==> src/rtl/sc_bit_decoder.sv <==
// sc_bit_decoder: stochastic-to-binary decoder.
// Counts the ones in a unipolar bitstream over a window of N = 2^IWID valid
// bits and presents the count on a single-entry valid/ready output register.
// Back-to-back windows are supported by sampling iStart at window completion.
// Optional build macro: SC_DEC_BIPOLAR_EN. When defined, the loaded result is
// the bipolar value 2*ones - N in two's complement. Otherwise it is the
// zero-extended ones count.
module sc_bit_decoder #(
  parameter int IWID = 4
) (
  input  logic            clk,
  input  logic            rst_n,
  input  logic            iStart,
  input  logic            iDbit,
  input  logic            iDvld,
  output logic            oBusy,
  output logic [IWID+1:0] oData,
  output logic            oValid,
  input  logic            iReady
);

  // Counter width holds 0..N inclusive, so an all-ones window cannot wrap.
  localparam int CW = IWID + 1;
  localparam int DW = IWID + 2;
  localparam logic [CW-1:0] N_LEN  = CW'(1 << IWID);
  localparam logic [CW-1:0] LAST   = N_LEN - CW'(1);
  localparam logic [DW-1:0] N_DATA = DW'(1 << IWID);

  typedef enum logic [1:0] {
    IDLE = 2'd0,
    ACC  = 2'd1,
    WAIT = 2'd2
  } state_t;

  state_t          state_reg, state_next;
  logic [CW-1:0]   ones_reg, ones_next;
  logic [CW-1:0]   len_reg, len_next;
  logic [DW-1:0]   data_reg, data_next;
  logic            valid_reg, valid_next;

  logic            out_free;
  logic            load;
  logic [CW-1:0]   load_ones;
  logic [CW-1:0]   ones_sum;

  // Converts a finished ones count into the value presented on oData.
  function automatic logic [DW-1:0] load_value(input logic [CW-1:0] ones);
`ifdef SC_DEC_BIPOLAR_EN
    load_value = ({1'b0, ones} << 1) - N_DATA;
`else
    load_value = {1'b0, ones};
`endif
  endfunction

  // The output register can accept a result if empty or draining this cycle.
  assign out_free = !valid_reg || iReady;
  assign ones_sum = ones_reg + CW'(iDbit);

  // Next-state, counter and output-register logic.
  always_comb begin
    state_next = state_reg;
    ones_next  = ones_reg;
    len_next   = len_reg;
    data_next  = data_reg;
    valid_next = valid_reg;
    load       = 1'b0;
    load_ones  = ones_reg;

    case (state_reg)
      IDLE: begin
        // Bits presented alongside the accepted iStart are not counted.
        if (iStart) begin
          state_next = ACC;
          ones_next  = '0;
          len_next   = '0;
        end
      end

      ACC: begin
        if (iDvld) begin
          if (len_reg == LAST) begin
            // Completion edge: the N-th valid bit is part of the result.
            if (out_free) begin
              load       = 1'b1;
              load_ones  = ones_sum;
              ones_next  = '0;
              len_next   = '0;
              state_next = iStart ? ACC : IDLE;
            end else begin
              // Park the finished count in the counters until the output frees.
              ones_next  = ones_sum;
              len_next   = N_LEN;
              state_next = WAIT;
            end
          end else begin
            ones_next = ones_sum;
            len_next  = len_reg + CW'(1);
          end
        end
      end

      WAIT: begin
        // Incoming bits are dropped here; only the output register matters.
        if (out_free) begin
          load       = 1'b1;
          load_ones  = ones_reg;
          ones_next  = '0;
          len_next   = '0;
          state_next = iStart ? ACC : IDLE;
        end
      end

      default: begin
        state_next = IDLE;
        ones_next  = '0;
        len_next   = '0;
      end
    endcase

    // A load on the handshake edge keeps oValid high with the new data.
    if (load) begin
      data_next  = load_value(load_ones);
      valid_next = 1'b1;
    end else if (valid_reg && iReady) begin
      valid_next = 1'b0;
    end
  end

  // State, counters and output register; reset discards any partial window.
  always_ff @(posedge clk) begin
    if (!rst_n) begin
      state_reg <= IDLE;
      ones_reg  <= '0;
      len_reg   <= '0;
      data_reg  <= '0;
      valid_reg <= 1'b0;
    end else begin
      state_reg <= state_next;
      ones_reg  <= ones_next;
      len_reg   <= len_next;
      data_reg  <= data_next;
      valid_reg <= valid_next;
    end
  end

  assign oBusy  = (state_reg != IDLE);
  assign oData  = data_reg;
  assign oValid = valid_reg;

endmodule
==> config.mk <==
export PLATFORM = sky130hd
export DESIGN_NAME = sc_bit_decoder
export DESIGN_NICKNAME = d
export VERILOG_FILES = /design/src/rtl/sc_bit_decoder.sv
export SDC_FILE = /design/constraint.sdc
export NUM_CORES = 1
export LEC_CHECK = 0
export BUFFER_PORTS_ARGS = -buffer_cell sky130_fd_sc_hd__buf_4
export CAP_MARGIN = 25
export CORE_MARGIN = 5
export CORE_UTILIZATION = 30
export CTS_BUF_LIST = sky130_fd_sc_hd__clkbuf_16
export DETAILED_ROUTE_END_ITERATION = 10
export HOLD_SLACK_MARGIN = 0.03
export PLACE_DENSITY_LB_ADDON = 0.08
export SYNTH_ARGS = -nofsm -noshare
export SYNTH_HDL_FRONTEND = slang
export SYNTH_SLANG_ARGS = --single-unit
==> constraint.sdc <==
create_clock -name clk -period 1.5 [get_ports clk]
set_input_delay 0.3 -clock clk [delete_from_list [all_inputs] [get_ports clk]]
set_output_delay 0.3 -clock clk [all_outputs]
set_load 0.02 [all_outputs]
## Word level (Yosys, flattened, before mapping)

Cells that the tools add are included.

| cells by class | value |
|---|---|
| add/subtract/negate cells | 2 |
| equal/unequal tests | 7 |
| mux-type cells | 27 |
| reductions and logical operators | 8 |

Operator list:

| kind | count |
|---|---|
| $mux 5 | 12 |
| $pmux 5 s3 | 2 |
| $mux 2 | 5 |
| $ne 2x2->1 const B | 4 |
| $mux 1 | 6 |
| $pmux 2 s3 | 1 |
| $add 5x1->5 | 1 |
| $add 5x1->5 const B | 1 |
| $eq 5x4->1 const B | 1 |
| $reduce_and 4->1 | 1 |
| $reduce_bool 2->1 | 2 |
| $reduce_and 3->1 | 1 |
| $eq 2x1->1 const B | 1 |
| $eq 2x2->1 const B | 1 |
| $logic_not 2->1 | 1 |
| $pmux 1 s2 | 1 |
| $logic_and 1x1->1 | 1 |
| $logic_not 1->1 | 1 |
| $logic_or 1x1->1 | 1 |

| word-level totals | value |
|---|---|
| register bits after elaboration | 18 |
| bits of input ports | 6 |
| output and inout port bits | 8 |
| logic and storage cells | 49 |

## Logic depth before layout (Yosys ltp)

| depth | value |
|---|---|
| word-level depth | 7 |
| gate-level depth with buffers | 7 |
| gate-level depth less buffers | 6 |

## Worst setup path after synthesis

No wires, ideal clock.

| timing | value |
|---|---|
| path kind | flip-flop to flip-flop |
| start point | reg state_reg[0] |
| end point | reg ones_reg[4] |
| setup time | 0.070 ns |
| arrival time | 1.468 ns |
| required time | 1.430 ns |
| slack | -0.038 ns |
| cell stages (with the launch flop) | 7 |
| buffers on the path | 0 |
| clock period less this slack | 1.538 ns |
| cells stage by stage | dfxtp_1 > inv_1 > ha_1 > nand3b_1 > nand3_2 > or3_1 > a21oi_1 |

| between the ends | value |
|---|---|
| word-level cells in the longest chain between the ends | 3 |
| elaborated cells between the ends (all ways) | 8 |
| those cells by class | 5 x eq/ne; 1 x mux; 2 x reduce/logical |

RTL lines:

| item | RTL line | text |
|---|---|---|
| start, declared | 35 | `state_t state_reg, state_next;` |
| start signal, assigned | 138 | `state_reg <= state_next;` |
| $eq 2x2->1, or another cell as far along | 69 | `case (state_reg)` |
| $ne 2x2->1 (no line) | n/a |  |
| $reduce_and 3->1 (no line) | n/a |  |
| end signal, assigned | 139 | `ones_reg <= ones_next;` |
| end, declared | 36 | `logic [CW-1:0] ones_reg, ones_next;` |

Parallel ways exist; a longest one is shown, timed or not.
A chain may end at the register's enable or synchronous reset.

## Worst setup path in the final report

| timing | value |
|---|---|
| start point | reg len_reg[0] |
| end point | reg len_reg[0] |

| between the ends | value |
|---|---|
| word-level cells in the longest chain between the ends | 4 |
| elaborated cells between the ends (all ways) | 5 |
| those cells by class | 1 x add/sub; 1 x eq/ne; 3 x mux |

RTL lines:

| item | RTL line | text |
|---|---|---|
| start, declared | 37 | `logic [CW-1:0] len_reg, len_next;` |
| start signal, assigned | 140 | `len_reg <= len_next;` |
| $add 5x1->5 / $eq 5x4->1 (equally long branches) | 97, 81 |  |
| $mux 5 (*) | 81 | `if (len_reg == LAST) begin` |
| $mux 5 (*) | 80 | `if (iDvld) begin` |
| $pmux 5 s3 (*) | 69 |  |

Every way passes the cells marked *; elsewhere a longest branch is shown, timed or not. The select of a mux whose other input is x is not followed.

==> impl_results.md <==
* Core Box Area at 3360 µm²
* Mapped Cells at 112
* CTS buffer count at 3
* Peak VDD IR at 0.704 mV
* Final Total Pwr at 2.06 mW
* Diodes inserted at 0
* Grt ovf at 0
* CTS tree: yes
* Register-to-Register Path Depth at 5
* Post-synth EDFFs at 0
* H-tree Lvls at 1
* Crit-path max FO at 7
* Global-route wire length before repair at 4420 µm
* R2R setup slack at approximately 22 ps
* Initial Util at around 31%
* DR vias at between 900 and 1000
* Area leader, netlist: dfxtp_1
* Hold EP: oData[0]
* Primary FF master, synth: dfxtp_1
* Worst endpoint data arrival time at ~1600 ps
* Final core occ at 48.8%
* Die span in x at 69.0 µm
* Antenna violations before repair at 0
* I/O Buffers at 12
* Largest net degree at the start of global routing at 16
* DP HPWL at 1910 µm
* Gpl congestion at around 0.8
* Mean Syn Cell Area at 9.32 µm²
* Fin crit period at roughly 1500 ps
* Reg clk slew, reported paths at roughly 60 ps
* Cell variety after synth at 38
* CTS Sinks at 18
* Final Hold Viols at 0
* Nets at 166
* Pwr Density at 1250 nW/µm²
* Fmax at just under 0.7 GHz
* Top cell type's share of synthesized area at 34.5%
* DR DRC count at 0
* Critical path class: flop to flop
* Total wire length at 2750 µm
* Drt initial violations at 22
* Crit end category: flop
* FF+latch count, synth at 18
* Final cell count without fillers at 198
* Clock Latency Late Sink at 250 ps
* Row count at 21
* Worst Hold Margin at 382 ps
* Mapped Area at around 1000 µm²
* ANT nets after route at 0
* CTS Buffer Depth at 2
* Hold Path Depth at 3
* Post-Syn Nets at 125
* R2R Path End: len_reg[0]
* Die H at 69.0 µm
* Vias in the first global route at between 900 and 1000
* Io pins at 14
* Hold Startpoint: rst_n
* Unrepaired setup endpoints after global routing: yes
* Crit share post-route at 98.6%
* Final setup viols at 0
* R2R Path Start: len_reg[0]
* Status: finished clean
* Syn. warnings at 0
* 1st-pass router iterations at 4
* Via/cell ratio at 4.91
* All-Layer GR Usage at 12.6%
* Top post-synthesis cells by area: dfxtp_1, ha_1, xor2_1
* CP Launch Type: flop
* Placed instance area at between 1000 and 1500 µm²
* Worst Hold Class: input pin to flop
* Die area at around 4800 µm²
* Cts hold-fix bufs at 0
* Final Instance Area at about 1600 µm²
* Max cap viols at 0
* Area delta synth->final at 57.3%
* Final clock skew at 3.67 ps
* Wire per inst at 13.9 µm
* Critical Path RT at 1630 ps
* Sequential share of the synthesized area at 34.5%
* Fin. max-slew vios at 0
* DP Cell Count at between 150 and 200
* Async S/R FF share, synth at 0%
* LEAKAGE at about 0.66 nW
* Ratio of cells with drive above 1 in the final layout at 52.6%
* Root buffer cell: clkbuf_16
## report_power, final
group / internal [mW] / switching, mW / leakage (nW)
registers: 0.536 / 0.0495 / 0.148
logic: 0.466 / 0.456 / 0.472
clock network: 0.355 / 0.194 / 0.0385
total: 1.36 / 0.699 / 0.658
## cell usage in the layout, fill, tap and decap left out, types with 2 or more instances in the layout
cell type,count
mux2i_1,3
a21boi_0,2
nor2_1,6
xnor2_1,3
nand3_2,2
inv_1,4
buf_6,4
o21ai_2,6
nand3b_1,2
ha_4,6
and3_1,3
o21a_1,2
nor4b_4,2
nand2_2,2
clkbuf_16,3
xor2_1,5
dfxtp_2,4
a32o_1,2
nand2_1,3
o21ai_0,4
inv_2,2
buf_4,36
a21oi_2,4
dfxtp_1,13
a21oi_1,4
nand4_1,4
or3_1,2
## cells in the mapped netlist, types with 2 or more instances
cell type	number
dfxtp_1	18
ha_1	7
inv_1	7
nor2_1	6
o21ai_0	6
nand2_1	5
xor2_1	5
a21oi_1	4
a21oi_2	4
nand4_1	4
o21ai_1	4
and3_1	3
mux2i_1	3
xnor2_1	3
a21boi_0	2
a32o_1	2
nand2b_1	2
nand3_1	2
nand3b_1	2
nor3_1	2
nor4b_1	2
o21a_1	2
or3_1	2
## layout make-up
class	count	area, µm²
clock inverters	1	3.75
well taps	46	57.6
multi-input cells	83	792
clock buffers	3	75.1
flip-flops and latches	18	369
inverters	7	28.8
fillers	354	1720
repair buffers	40	315
## worst max path at each step
| stage | to | slack [ps] | startpoint |
|---|---|---|---|
| after floorplan | ones_reg[4] | 4 | state_reg[0] |
| after global placement | oData[4] | -30 | iDbit |
| after detailed placement | oData[4] | -30 | len_reg[1] |
| after CTS | oData[4] | -30 | len_reg[1] |
| after global routing | oData[0] | -60 | len_reg[0] |
| final | len_reg[0] | 20 | len_reg[0] |
## routing by layer
metal	vias to the layer above	GRT usage, %	share of wire (%)	wire (µm)
met2	16	21.2	51	1410
met4	0	5.84	2.8	77
li1	486	-	-	-
met5	-	0	0	0
met3	9	2.76	3.1	85
met1	462	15.1	43	1180
## through the flow
step                      setup TNS (ps)  setup slack, ps
final                                  0             21.7
after CTS                           -133            -31.7
after global placement             -99.0            -28.9
after floorplan                        0             3.99
after global routing                -253            -61.0
after detailed placement            -184            -33.4
## worst max-delay path, stage by stage (launching register included)
cell and delay, ps:
dfxtp_2 350, ha_4 150, nand4b_4 170, o21a_1 240
o21ai_0 350, nor2_1 90
## logic make-up after synthesis
group | after synthesis | share of synthesized area [%]
and+or+nand+nor | 35 | 21.0
AOI/OAI and AO/OA | 29 | 20.9
DFF | 18 | 34.5
buffers and inverters | 11 | 5.28
xor gates and xnor gates | 8 | 6.71
adders and majority gates | 7 | 8.39
muxes | 3 | 2.88
other | 1 | 0.359
## what timing repair did
item / in CTS / in global routing
cloned: 0 / 0
setup endpoints to repair: 11 / 18
endpoints found under the hold margin: 0 / 0
resized for setup: 11 / 29
pin swaps: 2 / 9
buffers inserted: 2 / 3
(Power assumes the default switching activity.)
